===== src/rtl/t5_barb_pkg.sv =====
// t5_barb_pkg: shared types and constants for the two-master bus arbiter.
package t5_barb_pkg;

  // Default number of unanswered granted cycles before the arbiter gives up.
  localparam int unsigned TMO_DEFAULT = 15;

  // Arbiter FSM states.
  typedef enum logic [1:0] {
    ST_IDLE = 2'd0,
    ST_IGNT = 2'd1,
    ST_DGNT = 2'd2
  } state_e;

  // Which master was served most recently.
  typedef enum logic {
    M_INSN = 1'b0,
    M_DATA = 1'b1
  } master_e;

  // Choose the next grant from IDLE; under contention, favour the master not served last.
  function automatic state_e arb_pick(input logic istb, input logic dstb, input master_e last);
    state_e s;
    s = ST_IDLE;
    if (istb && dstb) begin
      s = (last == M_INSN) ? ST_DGNT : ST_IGNT;
    end else if (dstb) begin
      s = ST_DGNT;
    end else if (istb) begin
      s = ST_IGNT;
    end else begin
      s = ST_IDLE;
    end
    return s;
  endfunction

endpackage


===== src/rtl/t5_barb_if.sv =====
// t5_barb_if: one Wishbone-style bus leg (request, write data, read data, ack).
interface t5_barb_if;
  logic [29:0] adr;
  logic [31:0] dto;
  logic [31:0] dti;
  logic [3:0]  sel;
  logic        wre;
  logic        stb;
  logic        ack;

  modport master (output adr, dto, sel, wre, stb, input  dti, ack);
  modport slave  (input  adr, dto, sel, wre, stb, output dti, ack);
endinterface


===== src/rtl/t5_barb_tmo.sv =====
// t5_barb_tmo: per-grant wait counter with a compare against the timeout limit.
module t5_barb_tmo
  import t5_barb_pkg::*;
#(
  parameter int unsigned TMO = TMO_DEFAULT
) (
  input  logic sys_clk,
  input  logic sys_rst,
  input  logic i_clr,
  input  logic i_inc,
  output logic o_hit
);

  localparam logic [7:0] TMO_W = 8'(TMO);

  logic [7:0] r_cnt;

  // Count granted cycles that went unanswered; cleared whenever no grant is live.
  always_ff @(posedge sys_clk or negedge sys_rst) begin
    if (!sys_rst) begin
      r_cnt <= 8'd0;
    end else if (i_clr) begin
      r_cnt <= 8'd0;
    end else if (i_inc) begin
      r_cnt <= r_cnt + 8'd1;
    end else begin
      r_cnt <= r_cnt;
    end
  end

  assign o_hit = (r_cnt == TMO_W);

endmodule


===== src/rtl/t5_barb.sv =====
// t5_barb: arbitrates the core's instruction and data buses onto one memory slave.
module t5_barb
  import t5_barb_pkg::*;
#(
  parameter int unsigned TMO = TMO_DEFAULT
) (
  input  logic      sys_clk,
  input  logic      sys_rst,
  t5_barb_if.slave  iwb,
  t5_barb_if.slave  dwb,
  t5_barb_if.master mem,
  output logic      bus_err
);

  state_e      r_state;
  state_e      w_nxt;
  master_e     r_last;
  logic        w_granted;
  logic        w_gnt_stb;
  logic        w_abort;
  logic        w_ack_ok;
  logic        w_tmo;
  logic        w_done;
  logic        w_leave;
  logic        w_hit;
  logic [31:0] w_rdat;
  logic [29:0] r_mem_adr;
  logic [31:0] r_mem_dto;
  logic [3:0]  r_mem_sel;
  logic        r_mem_wre;
  logic        r_mem_stb;

  // Decode the live grant and how the current granted cycle ends (ack, timeout or abort).
  always_comb begin
    w_gnt_stb = 1'b0;
    case (r_state)
      ST_IGNT: w_gnt_stb = iwb.stb;
      ST_DGNT: w_gnt_stb = dwb.stb;
      default: w_gnt_stb = 1'b0;
    endcase
    w_granted = (r_state != ST_IDLE);
    w_abort   = w_granted & ~w_gnt_stb;
    w_ack_ok  = w_granted & w_gnt_stb & mem.ack;
    // A real slave ack in the limit cycle wins over the timeout.
    w_tmo     = w_granted & w_gnt_stb & ~mem.ack & w_hit;
    w_done    = w_ack_ok | w_tmo;
  end

  // Next-state logic: arbitrate in IDLE, hold a grant for exactly one transfer.
  always_comb begin
    w_nxt = r_state;
    case (r_state)
      ST_IDLE: w_nxt = arb_pick(iwb.stb, dwb.stb, r_last);
      ST_IGNT, ST_DGNT: begin
        if (w_abort || w_done) begin
          w_nxt = ST_IDLE;
        end else begin
          w_nxt = r_state;
        end
      end
      default: w_nxt = ST_IDLE;
    endcase
  end

  assign w_leave = w_granted & (w_nxt == ST_IDLE);

  // FSM state register.
  always_ff @(posedge sys_clk or negedge sys_rst) begin
    if (!sys_rst) begin
      r_state <= ST_IDLE;
    end else begin
      r_state <= w_nxt;
    end
  end

  // Remember who was served on every grant exit so contention alternates.
  always_ff @(posedge sys_clk or negedge sys_rst) begin
    if (!sys_rst) begin
      r_last <= M_INSN;
    end else if (w_leave) begin
      r_last <= (r_state == ST_DGNT) ? M_DATA : M_INSN;
    end else begin
      r_last <= r_last;
    end
  end

  // Register the slave-side request from the master that owns the next cycle.
  always_ff @(posedge sys_clk or negedge sys_rst) begin
    if (!sys_rst) begin
      r_mem_adr <= 30'd0;
      r_mem_dto <= 32'd0;
      r_mem_sel <= 4'd0;
      r_mem_wre <= 1'b0;
      r_mem_stb <= 1'b0;
    end else begin
      case (w_nxt)
        ST_IGNT: begin
          // Instruction fetches are read-only.
          r_mem_adr <= iwb.adr;
          r_mem_dto <= 32'd0;
          r_mem_sel <= iwb.sel;
          r_mem_wre <= 1'b0;
          r_mem_stb <= iwb.stb;
        end
        ST_DGNT: begin
          r_mem_adr <= dwb.adr;
          r_mem_dto <= dwb.dto;
          r_mem_sel <= dwb.sel;
          r_mem_wre <= dwb.wre;
          r_mem_stb <= dwb.stb;
        end
        default: begin
          r_mem_adr <= 30'd0;
          r_mem_dto <= 32'd0;
          r_mem_sel <= 4'd0;
          r_mem_wre <= 1'b0;
          r_mem_stb <= 1'b0;
        end
      endcase
    end
  end

  t5_barb_tmo #(
    .TMO (TMO)
  ) u_tmo (
    .sys_clk (sys_clk),
    .sys_rst (sys_rst),
    .i_clr   (~w_granted | w_leave),
    .i_inc   (w_granted & ~mem.ack & ~w_leave),
    .o_hit   (w_hit)
  );

  assign mem.adr = r_mem_adr;
  assign mem.dto = r_mem_dto;
  assign mem.sel = r_mem_sel;
  assign mem.wre = r_mem_wre;
  assign mem.stb = r_mem_stb;

  // Timeout returns zero read data alongside the forced ack.
  assign w_rdat  = w_tmo ? 32'd0 : mem.dti;
  assign iwb.dti = w_rdat;
  assign dwb.dti = w_rdat;
  assign iwb.ack = (r_state == ST_IGNT) & w_done;
  assign dwb.ack = (r_state == ST_DGNT) & w_done;
  assign bus_err = w_tmo;

endmodule


===== src/flat_wrapper.sv =====
// flat-port wrapper written by rule: the top's interface ports become plain ports
module t5_barb_flat import t5_barb_pkg::*;
#(
  parameter int unsigned TMO = TMO_DEFAULT
)
  (sys_clk, sys_rst, bus_err, iwb_adr, iwb_dto, iwb_sel, iwb_wre, iwb_stb, iwb_dti, iwb_ack, dwb_adr, dwb_dto, dwb_sel, dwb_wre, dwb_stb, dwb_dti, dwb_ack, mem_adr, mem_dto, mem_sel, mem_wre, mem_stb, mem_dti, mem_ack);
  t5_barb_if iwb_i ();
  t5_barb_if dwb_i ();
  t5_barb_if mem_i ();
  input  logic sys_clk;
  input  logic sys_rst;
  output logic bus_err;
  input wire logic [$bits(iwb_i.adr)-1:0] iwb_adr;
  input wire logic [$bits(iwb_i.dto)-1:0] iwb_dto;
  input wire logic [$bits(iwb_i.sel)-1:0] iwb_sel;
  input wire logic [$bits(iwb_i.wre)-1:0] iwb_wre;
  input wire logic [$bits(iwb_i.stb)-1:0] iwb_stb;
  output wire logic [$bits(iwb_i.dti)-1:0] iwb_dti;
  output wire logic [$bits(iwb_i.ack)-1:0] iwb_ack;
  input wire logic [$bits(dwb_i.adr)-1:0] dwb_adr;
  input wire logic [$bits(dwb_i.dto)-1:0] dwb_dto;
  input wire logic [$bits(dwb_i.sel)-1:0] dwb_sel;
  input wire logic [$bits(dwb_i.wre)-1:0] dwb_wre;
  input wire logic [$bits(dwb_i.stb)-1:0] dwb_stb;
  output wire logic [$bits(dwb_i.dti)-1:0] dwb_dti;
  output wire logic [$bits(dwb_i.ack)-1:0] dwb_ack;
  output wire logic [$bits(mem_i.adr)-1:0] mem_adr;
  output wire logic [$bits(mem_i.dto)-1:0] mem_dto;
  output wire logic [$bits(mem_i.sel)-1:0] mem_sel;
  output wire logic [$bits(mem_i.wre)-1:0] mem_wre;
  output wire logic [$bits(mem_i.stb)-1:0] mem_stb;
  input wire logic [$bits(mem_i.dti)-1:0] mem_dti;
  input wire logic [$bits(mem_i.ack)-1:0] mem_ack;
  assign iwb_i.adr = iwb_adr;
  assign iwb_i.dto = iwb_dto;
  assign iwb_i.sel = iwb_sel;
  assign iwb_i.wre = iwb_wre;
  assign iwb_i.stb = iwb_stb;
  assign iwb_dti = iwb_i.dti;
  assign iwb_ack = iwb_i.ack;
  assign dwb_i.adr = dwb_adr;
  assign dwb_i.dto = dwb_dto;
  assign dwb_i.sel = dwb_sel;
  assign dwb_i.wre = dwb_wre;
  assign dwb_i.stb = dwb_stb;
  assign dwb_dti = dwb_i.dti;
  assign dwb_ack = dwb_i.ack;
  assign mem_adr = mem_i.adr;
  assign mem_dto = mem_i.dto;
  assign mem_sel = mem_i.sel;
  assign mem_wre = mem_i.wre;
  assign mem_stb = mem_i.stb;
  assign mem_i.dti = mem_dti;
  assign mem_i.ack = mem_ack;
  t5_barb #(.TMO(TMO)) u_core (.sys_clk(sys_clk), .sys_rst(sys_rst), .iwb(iwb_i), .dwb(dwb_i), .mem(mem_i), .bus_err(bus_err));
endmodule

===== config.mk =====
export PLATFORM = sky130hd
export DESIGN_NAME = t5_barb_flat
export DESIGN_NICKNAME = d
export VERILOG_FILES = /design/src/rtl/t5_barb_pkg.sv /design/src/rtl/t5_barb_if.sv /design/src/rtl/t5_barb_tmo.sv /design/src/rtl/t5_barb.sv /design/src/flat_wrapper.sv
export SDC_FILE = /design/constraint.sdc
export NUM_CORES = 1
export LEC_CHECK = 0
export CAP_MARGIN = 20
export CORE_AREA = 2 2 119 121
export DETAILED_ROUTE_END_ITERATION = 16
export DIE_AREA = 0 0 121 123
export GPL_ROUTABILITY_DRIVEN = 0
export HOLD_SLACK_MARGIN = 0.1
export PLACE_DENSITY = 0.7
export SETUP_SLACK_MARGIN = 0.1
export SYNTH_ARGS = -nofsm -noshare
export SYNTH_HDL_FRONTEND = slang
export SYNTH_SLANG_ARGS = --single-unit

===== constraint.sdc =====
create_clock -name sys_clk -period 3.15 [get_ports sys_clk]
set_input_delay 0.4725 -clock sys_clk [delete_from_list [all_inputs] [get_ports sys_clk]]
set_output_delay 0.4725 -clock sys_clk [all_outputs]
set_load 0.03 [all_outputs]

======== Yosys cells after proc, flatten, opt, wreduce, memory -nomap -nowiden ========
Index checks and enable logic that the tools add are counted.
word-level totals
  bits in read-only memories .............. 0
  flip-flop bits (word level) ............. 79
  bits in writable memories ............... 0
  memories kept ........................... 0
  bits in latches ......................... 0
  bits of input ports ..................... 171
operators by class
  equality and inequality tests ........... 5
  shifts and indexed selects .............. 0
  add/subtract/negate cells ............... 1
  reductions and logical operators ........ 7
  div/mod/pow operators ................... 0
  $lt $le $gt $ge ......................... 0
  multiplexer cells ....................... 16
  bitwise gates (word level) .............. 16
  multiply operators ...................... 0
operators with widths
  operator               count
  $mux W32               2
  $pmux W30 S2           1
  $mux W8                2
  $and A1 B1 Y1          10
  $add A8 B1 Y8 const B  1
  $eq A8 B4 Y1 const B   1
  $mux W2                4
  $pmux W4 S2            1
  $eq A2 B1 Y1 const B   2
  $eq A2 B2 Y1 const B   2
  $logic_not A2 Y1       2
  $not A1 Y1             4
  $pmux W1 S2            2
  $pmux W2 S2            1
  $reduce_bool A2 Y1     2
  $mux W1                3
  $or A1 B1 Y1           2
  $reduce_or A2 Y1       1
  $logic_and A1 B1 Y1    1
  $logic_or A1 B1 Y1     1

======== Longest topological paths before layout ========
Gate-level depths: netlist (run 1).
  depth in word-level cells ............... 15
  mapped depth ............................ 10
  depth with buffers taken out ............ 8

======== Cells and area by module ========
Synthesis (run 1) repeated with hierarchy kept, for this count alone.
second synthesis, totals
  cells, all modules ...................... 326
  area, all modules ....................... 3669.8 um^2
modules (own cells, without submodules)
  module       cells each  times used  area each (um^2)  seq. area each (um^2)
  t5_barb      287         1           3275.6            1776.7
  t5_barb_tmo  39          1           394.1             200.2

======== Worst setup path before layout (run 1) ========
Ideal clock, no wire load.
  kind .................................... input to output
  from .................................... input mem_ack
  to ...................................... output iwb_dti[10]
  slack ................................... 0.741 ns
  arrival ................................. 1.936 ns
  buffers on the path ..................... 3
  data required time ...................... 2.677 ns
  cell stages on the path ................. 7
  cells stage by stage .................... buf_4 -> nand4b_4 -> nand2b_4 -> or3_4 -> buf_6 -> and2_1 -> buf_4
on the way
  word-level cells in the longest chain between the ends .. 4
RTL lines
  element                      line                source
  from (decl)                  flat_wrapper.sv:33  input wire logic [$bits(mem_i.ack)-1:0] mem_ack;
  $not A1 Y1                   t5_barb.sv:45       w_tmo = w_granted & w_gnt_stb & ~mem.ack & w_hit;
  $and A1 B1 Y1 (2 in series)  t5_barb.sv:45
  $mux W32                     t5_barb.sv:140      assign w_rdat = w_tmo ? 32'd0 : mem.dti;
  to (decl)                    flat_wrapper.sv:18  output wire logic [$bits(iwb_i.dti)-1:0] iwb_dti;
No other way between the ends.

======== Worst setup path in the final report (run 1) ========
  from .................................... register u_core.r_state[0]
  to ...................................... output iwb_ack
on the way
  word-level cells in the longest chain between the ends .. 7
  elaborated cells on any way between the ends .. 10
  those cells by class .................... 2 x eq/ne; 1 x mux; 6 x bitwise; 1 x reduce/logical
RTL lines
  element                                              line                           source
  from (decl)                                          t5_barb.sv:15                  state_e r_state;
  from (signal assigned)                               t5_barb.sv:72                  r_state <= w_nxt;
  $eq A2 B2 Y1 / $eq A2 B1 Y1 (equally long branches)  t5_barb.sv:36, t5_barb.sv:143
  $pmux W1 S2                                          t5_barb.sv:36                  case (r_state)
  $and A1 B1 Y1                                        t5_barb.sv:43, t5_barb.sv:45
  $and A1 B1 Y1 (2 in series)                          t5_barb.sv:45
  $or A1 B1 Y1                                         t5_barb.sv:46                  w_done = w_ack_ok | w_tmo;
  $and A1 B1 Y1 *                                      t5_barb.sv:143                 assign iwb.ack = (r_state == ST_IGNT) & w_done;
  to (decl)                                            flat_wrapper.sv:19             output wire logic [$bits(iwb_i.ack)-1:0] iwb_ack;
Mark *: on every way between the ends. The rest lies on a longest branch, timed or not.

==> results.md, run 1 <==
* Sequential area share after synthesis at ~53%
* Worst-margin pin slew at 0.5324 ns
* ANT nets after route at 0
* Worst skew pair latency at 0.33 ns
* Critical setup path kind: reg2out
* Critical Path Sink Type: output pin
* Commonest non-fill, non-tap cells in the layout: clkdlybuf4s50_1, dfrtp_1, dlygate4sd2_1, and2_1, nor2b_1
* Number of global-route vias before repair at 3186
* Yosys top cell area share at 53.25%
* TritonCTS Buffers at 9
* Initial antenna violation count at 0
* Final setup violating endpoints at 0
* GRT Overall Usage at roughly 15%
* H-tree depth at 3
* Nets at 742
* # clock sinks at 79
* Wire length of the first global-routing pass at between 15000 and 20000 µm
* Final max-slew violation count at 0
* Highest clock rate at 351.6 MHz
* Layout area overhead at 78.83%
* Hold Crit Class: in2async
* First DRT Iteration DRCs at 63
* Core ar. at between 10000 and 15000 µm²
* Yosys reg bits at 79
* Net Count, Synth at 503
* Drt via density at roughly 4.3
* CTS max path bufs at 2
* Hold_buf cts at 0
* Worst hold slack at 0.1076 ns
* Largest net degree at the start of global routing at 80
* Leakage at 0.002985 µW
* Chip Height at 123 µm
* Syn. warnings at 0
* GRT overflow at 0
* Post-layout min period at between 2 and 3 ns
* CP Data Required Time at 2.68 ns
* DRC viols at 0
* Share of layout cells above drive strength 1 at 11.09%
* Rel. slew slack at 64.51%
* Num ports at 306
* Clk slew on worst S/H paths at 0.07 ns
* Post-synthesis area per instance at 11.46 µm²
* R2R Setup Slk at 0.72 ns
* Final setup TNS at 0 ns
* Post-Syn Area at 3712 µm²
* Status: complete, no violations
* Row count at 43
* Largest area contributor in the netlist: dfrtp_1
* Ranking of synthesized cells by area: dfrtp_1, and2_1, a22oi_1, buf_4, nor2b_1
* Antenna Cells at 0
* DR vias at 3205
* Post-synth cell types at 33
* Post-CTS resize count at 58
* Crit-path max FO at 4
* Final WS setup at 0.3057 ns
* Initial Util at 27.27%
* WL per Instance at 14.85 µm
* Critical path origin: u_core.r_state[0]
* PortBufs at 272
* Leading cell type in the layout, fill and taps excluded: clkdlybuf4s50_1
* # Post-CTS Setup Buffers at 0
* Dpl ws at 0.04036 ns
* Placed wire-length estimate at 8856 µm
* CTS tree: built
* Die X at roughly 120 µm
* Max IR drop VDD at 0.0004393 V
* Number of hold violations in the final report at 0
* MaxCap Viol Count at 0
* Setup crit start kind: flop
* First drt pass iteration count at 4
* Mapped Cells at 324
* Worst path arrival time at 2.37 ns
* Routed WL at 11110 µm
* Root Driver: clkbuf_16
* Fin Clk Skew at 0.01032 ns
* R2r startpoint: u_core.u_tmo.r_cnt[0]
* Power Density at 751.5 nW/µm²
* RSZ-0062 raised after global routing: no
* Tcrit/Tclk final at 90.29%
* Die area at 14880 µm²
Yosys cell counts (all sizes together):
cell and count:
and2 67, mux2i 1, a41oi 1, a22o 1, mux2 1, nand2 3
nand4 1, dfrtp 79, o211ai 1, and3 1, a21oi 1, or2 2
inv 5, nand2b 1, nand4b 1, ha 8, nor4 1, xor2 5
a211oi 1, a21o 1, xnor2 2, a32oi 1, clkbuf 16, a22oi 35
and4b 1, nor2b 38, nand3 2, nor2 10, or3 1, buf 36
sequential cells by signal, summed over array words and instances, names as in the netlist:
register            flops
u_core.mem.stb          1
u_core.r_state          2
u_core.mem.wre          1
u_core.r_last           1
u_core.u_tmo.r_cnt      8
u_core.mem.sel          4
u_core.mem.dto         32
u_core.mem.adr         30
layout make-up:
| cell class | count | area, µm² |
|---|---|---|
| flip-flops and latches | 79 | 1977 |
| fillers | 1270 | 6973 |
| inverters | 5 | 18.77 |
| repair buffers | 280 | 2735 |
| multi-input cells | 188 | 1378 |
| clock buffers | 10 | 239.0 |
| clock inverters | 6 | 66.31 |
| well taps | 180 | 225.2 |
path summary, 6_finish.rpt:
check                           cells past startpoint                 end
worst min register to register                      1       u_core.r_last
worst max-delay path                                7             iwb_ack
worst max register to register                      9   u_core.mem.adr[0]
worst min-delay path                                1  u_core.mem.dto[19]
max in group asynchronous                           2   u_core.mem.dto[5]
min in group sys_clk                                1       u_core.r_last
routing by layer:
layer  part of all wire (%)  track usage (%)  up-vias
li1                       -                -     1506
met2                     52            26.02      189
met5                      0                0        -
met4                    1.6            5.887        0
met3                     11            5.166       13
met1                     35            15.64     1497
worst max-delay path, stage by stage (launching register included):
cell and delay [ns]:
dfrtp_1 0.42, inv_1 0.10, ha_1 0.19, a22o_1 0.17, nand2_1 0.07, a211oi_1 0.27, and2_1 0.16, clkdlybuf4s50_1 0.67
power by group:
part	switching, µW	total (µW)	internal (µW)	leakage (µW)
Sequential	84.5	1360	1270	0.00108
Combinational	1430	2580	1150	0.00175
Clock	415	1050	639	0.000153
Total	1930	4990	3060	0.00298
cell families (layout without fill, tap and decap cells):
group / Yosys count / after routing / share of synthesized area [%]
simple gates: 129 / 129 / 23.59
flops: 79 / 79 / 53.25
buf+inv: 57 / 301 / 9.707
mux: 2 / 2 / 0.5730
compound gates: 42 / 42 / 8.527
xor+xnor: 7 / 7 / 1.652
fa+ha+maj: 8 / 8 / 2.696
through the flow:
step	cells	power, µW	utilization [%]	instance area [µm²]
floorplan	324	2936	-	3712
detailed placement	731	4027	46.88	6381
global route	748	5318	48.77	6639
finish	748	4989	48.77	6639
global placement	731	3981	46.88	6381
CTS	747	5080	48.59	6614
Power figures use the tool's default switching activity.
==> inputs of run 2 (changes only) <==
GPL_TIMING_DRIVEN = 0   (was default)
SLEW_MARGIN = 20   (was default)
==> run 2 against run 1 <==
Against the previous run: hold slack gained 0.032 ns; register-to-register slack lost 0.23 ns; first-iteration DRC count grew 76%; total power grew 0.35%; clock skew shrank 0.0038 ns; worst setup slack lost 0.067 ns; sequential power is essentially flat; flip-flop and latch count is the same; critical endpoint is now iwb_dti[20]; largest cell class unchanged; highest routed layer unchanged.
==> results.md, run 2 (synthesis gave the netlist of run 1 again) <==
* Status: complete, no violations
* Wire length of the first global-routing pass at 17300 µm
* Antenna Cells at 0
* Critical setup path kind: in2out
* Power Density at 729.7 nW/µm²
* Fill count at 1260
* CP Data Required Time at 2.68 ns
* Highest clock rate at between 300 and 400 MHz
* Max FFs per register at 32
* Crit-path max FO at 10
* GRT overflow at 0
* Worst path arrival time at 2.44 ns
* Inst Count DP at roughly 780
* Clk slew on worst S/H paths at 0.06 ns
* Final setup violating endpoints at 0
* Dpl ws at -0.03333 ns
* Rel. slew slack at 62.52%
* CTS max path bufs at 2
* Multi-input logic area at ~1400 µm²
* Post-layout min period at 2.911 ns
* Initial antenna violation count at 0
* ANT nets after route at 0
* Final max-slew violation count at 0
* GRT Overall Usage at 15.21%
* # clock sinks at 79
* Root Driver: clkbuf_16
* Final WS setup at 0.2392 ns
* Setup crit start kind: input pin
* WL per Instance at 14.92 µm
* First drt pass iteration count at 4
* Number of hold violations in the final report at 0
* R2r startpoint: u_core.r_state[0]
* DR vias at roughly 3300
* CTS tree: built
* Worst-margin pin slew at 0.5622 ns
* Initial Util at 27.27%
* Routed WL at 11810 µm
* Reg2reg path depth at 10
* Die area at 14880 µm²
* Leading cell type in the layout, fill and taps excluded: clkdlybuf4s50_1
* PortBufs at about 270
* Reg area at between 1500 and 2000 µm²
* Nets at slightly below 800
* Max IR drop VDD at roughly 0.00034 V
* Fin cells at 792
* Hold Crit Class: in2async
* R2R Setup Slk at between 0.4 and 0.5 ns
* Worst hold slack at 0.1398 ns
* Commonest non-fill, non-tap cells in the layout: clkdlybuf4s50_1, dfrtp_1, and2_1, nor2b_1, a22oi_1
* TritonCTS Buffers at 9
* Drt via density at 4.225
* Largest net degree at the start of global routing at 45
* H-tree depth at 3
* Chip Height at 123 µm
* Placed wire-length estimate at between 9000 and 10000 µm
* Fin Clk Skew at 0.006546 ns
* Num ports at 306
* First DRT Iteration DRCs at between 100 and 150
* DRC viols at 0
* Worst skew pair latency at 0.33 ns
* RSZ-0062 raised after global routing: no
* Final setup TNS at 0 ns
* Layout area overhead at 84.83%
* R2r endpoint: u_core.mem.dto[15]
* Tcrit/Tclk final at 92.41%
* Die X at 121 µm
* Share of layout cells above drive strength 1 at about 17%
* Leakage at ~0.0031 µW
* Core ar. at 13610 µm²
* Number of global-route vias before repair at 3376
* Row count at 43
* MaxCap Viol Count at 0
* Critical Path Sink Type: output pin
==> run 2: area by class of cell <==
cell class              count  share of cell area [%]
well taps                 180                   3.282
plain buffers              52                   5.051
multi-input cells         188                   20.04
repair buffers            272                   38.17
clock buffers              11                   3.538
clock inverters             5                  0.8388
inverters                   5                  0.2735
flip-flops and latches     79                   28.81
==> run 2: stage by stage <==
step	utilization, %	total power, µW	cell area [µm²]
finish	50.41	5007	6862
detailed placement	48.98	4042	6668
global route	50.41	5325	6862
floorplan	-	2936	3712
CTS	50.64	5070	6893
global placement	48.86	3991	6650
==> run 2: worst max-delay path by stage <==
stage	from	to	slack, ns	depth (start not counted)
after floorplan	mem_ack	iwb_dti[10]	0.74	7
after global placement	sys_rst	u_core.mem.dto[3]	-1.11	1
final	dwb_stb	iwb_dti[20]	0.24	8
after CTS	u_core.u_tmo.r_cnt[0]	dwb_dti[2]	0.11	7
after detailed placement	dwb_stb	iwb_dti[17]	-0.03	8
after global routing	u_core.r_state[0]	iwb_dti[20]	0.10	9
==> run 2: metal layers <==
layer / global-route usage, % / wire length (µm) / vias up
met3: 5.351 / 1284 / 12
met1: 16.46 / 4151 / 1556
met5: 0 / 0 / -
met4: 5.596 / 173 / 0
met2: 27.39 / 6204 / 188
li1: - / - / 1590
==> run 2: what timing repair did <==
| action | CTS | global route |
|---|---|---|
| resized for setup | 60 | 59 |
| hold buffers | 0 | 0 |
| setup endpoints to repair | 60 | 69 |
| setup buffers | 0 | 0 |
==> run 2: critical path: stages <==
cell,delay (ns)
clkdlybuf4s50_1,0.57
a22o_1,0.18
nand2_1,0.07
or3_4,0.38
buf_6,0.16
and2_4,0.16
buf_4,0.12
clkdlybuf4s15_1,0.32
==> run 2: power by group <==
group	total (µW)	switching [µW]	leakage, µW	internal [µW]
Clock	1030	397	0.000138	634
Sequential	1360	83.0	0.00108	1270
Combinational	2620	1480	0.00190	1140
Total	5010	1960	0.00312	3050
==> inputs of run 3 (changes only) <==
GPL_ROUTABILITY_DRIVEN = default   (was 0)
REMOVE_ABC_BUFFERS = 1   (was default)
==> run 3 against run 2 <==
Against the previous run: worst setup slack improved by 0.0016 ns; sequential power barely moved; total power shrank 0.54%; clock skew up 0.0045 ns; via count fell by 4.2%; final area fell by 3.6%; non-clock buffer count decreased by 49; clock power grew 6%.
==> results.md, run 3 (synthesis gave the netlist of run 1 again) <==
* Status: complete, no violations
* Chip Height at between 100 and 150 µm
* Top layer reached by signal wires: met4
* # Post-CTS Setup Buffers at 0
* Worst path arrival time at 2.44 ns
* First DRT Iteration DRCs at 77
* Wire length of the first global-routing pass at 17910 µm
* Fin util at approximately half
* Worst-margin pin slew at 0.9459 ns
* Dpl ws at -0.1708 ns
* Critical setup path kind: in2out
* Layout area overhead at 78.13%
* GRT Overall Usage at 16.27%
* DR vias at 3205
* Crit-path max FO at 33
* Met2 wire len at 6800 µm
* Largest net degree at the start of global routing at 55
* Drt via density at 4.314
* Worst skew pair latency at roughly 0.34 ns
* Clk slew on worst S/H paths at 0.06 ns
* Commonest non-fill, non-tap cells in the layout: clkdlybuf4s50_1, dfrtp_1, dlygate4sd2_1, and2_1, nor2b_1
* Met3 Wirelength at 1175 µm
* Initial antenna violation count at 0
* Final setup violating endpoints at 0
* Share of layout cells above drive strength 1 at a little under a tenth
* Final WS setup at 0.2408 ns
* Max FFs per register at 32
* Tcrit/Tclk final at 92.36%
* DRC viols at 0
* H-tree depth at 3
* Nets at 737
* GRT overflow at 0
* Core ar. at 13610 µm²
* Final max-slew violation count at 0
* Leading cell type in the layout, fill and taps excluded: clkdlybuf4s50_1
* CTS tree: built
* Die X at between 100 and 150 µm
* Hold Crit Class: reg2reg
* Antenna Cells at 0
* Hold Path Origin: u_core.r_last
* Placed wire-length estimate at 10070 µm
* # clock sinks at 79
* Highest clock rate at ~340 MHz
* Leakage at 0.002949 µW
* Post-layout min period at 2.909 ns
* Gpl congestion at 0.8060
* CTS max path bufs at 2
* Root Driver: clkbuf_16
* MaxCap Viol Count at 0
* Routed WL at 12270 µm
* Critical Path Sink Type: output pin
* Fin Clk Skew at 0.01105 ns
* WL met1 at 4030 µm
* WL per Instance at 16.51 µm
* Die area at approximately 15000 µm²
* TritonCTS Buffers at 9
* Num ports at 306
* Number of hold violations in the final report at 0
* Number of global-route vias before repair at 3302
* First drt pass iteration count at 4
* CP Data Required Time at roughly 2.7 ns
* PortBufs at 272
* Setup crit start kind: input pin
* Rel. slew slack at a little under two fifths
* Initial Util at a little over a quarter
* R2r startpoint: u_core.u_tmo.r_cnt[0]
* Power Density at 753.1 nW/µm²
* Max IR drop VDD at 0.0003771 V
* Critical path origin: iwb_stb
* RSZ-0062 raised after global routing: no
* ANT nets after route at 0
* Final setup TNS at 0 ns
* Row count at 43
==> run 3: cell types whose count changed in the layout (fill, tap and decap cells not counted), sizes merged <==
| cell | previous run | this run |
|---|---|---|
| clkbuf | 44 | 10 |
| dlymetal6s2s | 5 | 1 |
| clkdlybuf4s50 | 205 | 203 |
| clkinv | 1 | 3 |
| buf | 38 | 3 |
| clkinvlp | 3 | 0 |
| inv | 5 | 7 |
| dlygate4sd2 | 31 | 67 |
| dlygate4sd3 | 0 | 1 |
| clkdlybuf4s15 | 12 | 0 |
==> run 3: path summary, 6_finish.rpt <==
| path | to | slack [ns] | cells after the start |
|---|---|---|---|
| worst min-delay path | u_core.r_last | 0.57 | 1 |
| worst max-delay path | iwb_dti[31] | 0.24 | 6 |
| max in group asynchronous | u_core.mem.adr[22] | 1.95 | 3 |
| worst min register to register | u_core.r_last | 0.57 | 1 |
| worst max register to register | u_core.mem.adr[12] | 0.44 | 7 |
| min in group asynchronous | u_core.mem.dto[8] | 0.61 | 2 |
==> run 3: stage by stage <==
| stage | cells | total power (µW) | hold WS, ns | cell area (µm²) |
|---|---|---|---|---|
| after floorplan | 272 | 2846 | 0.1769 | 3371 |
| after global placement | 724 | 3895 | 0.5179 | 6319 |
| after detailed placement | 726 | 3977 | 0.4156 | 6369 |
| after CTS | 743 | 5057 | 0.5712 | 6610 |
| after global routing | 743 | 5246 | 0.6058 | 6613 |
| final | 743 | 4980 | 0.5692 | 6613 |
==> run 3: timing repair <==
item,CTS,global route
pin swaps,1,0
hold endpoints to repair,25,0
resized for setup,67,1
hold buffers,1,0
setup endpoints to repair,67,94
==> run 3: metal layers <==
layer / vias to the layer above / GRT usage, %
met3: 24 / 5.720
met4: 0 / 6.904
met5: - / 0
met2: 180 / 32.20
li1: 1494 / -
met1: 1507 / 14.85
==> run 3: final cells by class <==
cell class	instances	area [µm²]
fill	1277	6999
timing repair buffer	275	2696
sequential	79	1977
multi-input combinational	188	1380
clock buffer	10	239.0
tap	180	225.2
clock inverter	6	76.32
inverter	5	18.77
==> run 3: power breakdown <==
group	internal (µW)	switching, µW
Combinational	1120	1420
Sequential	1270	84.6
Clock	648	437
==> run 3: critical path: stages <==
cell             delay [ns]
clkdlybuf4s50_1        0.55
a22o_1                 0.19
nand2_1                0.07
or3_4                  0.52
and2_2                 0.27
dlygate4sd2_1          0.36
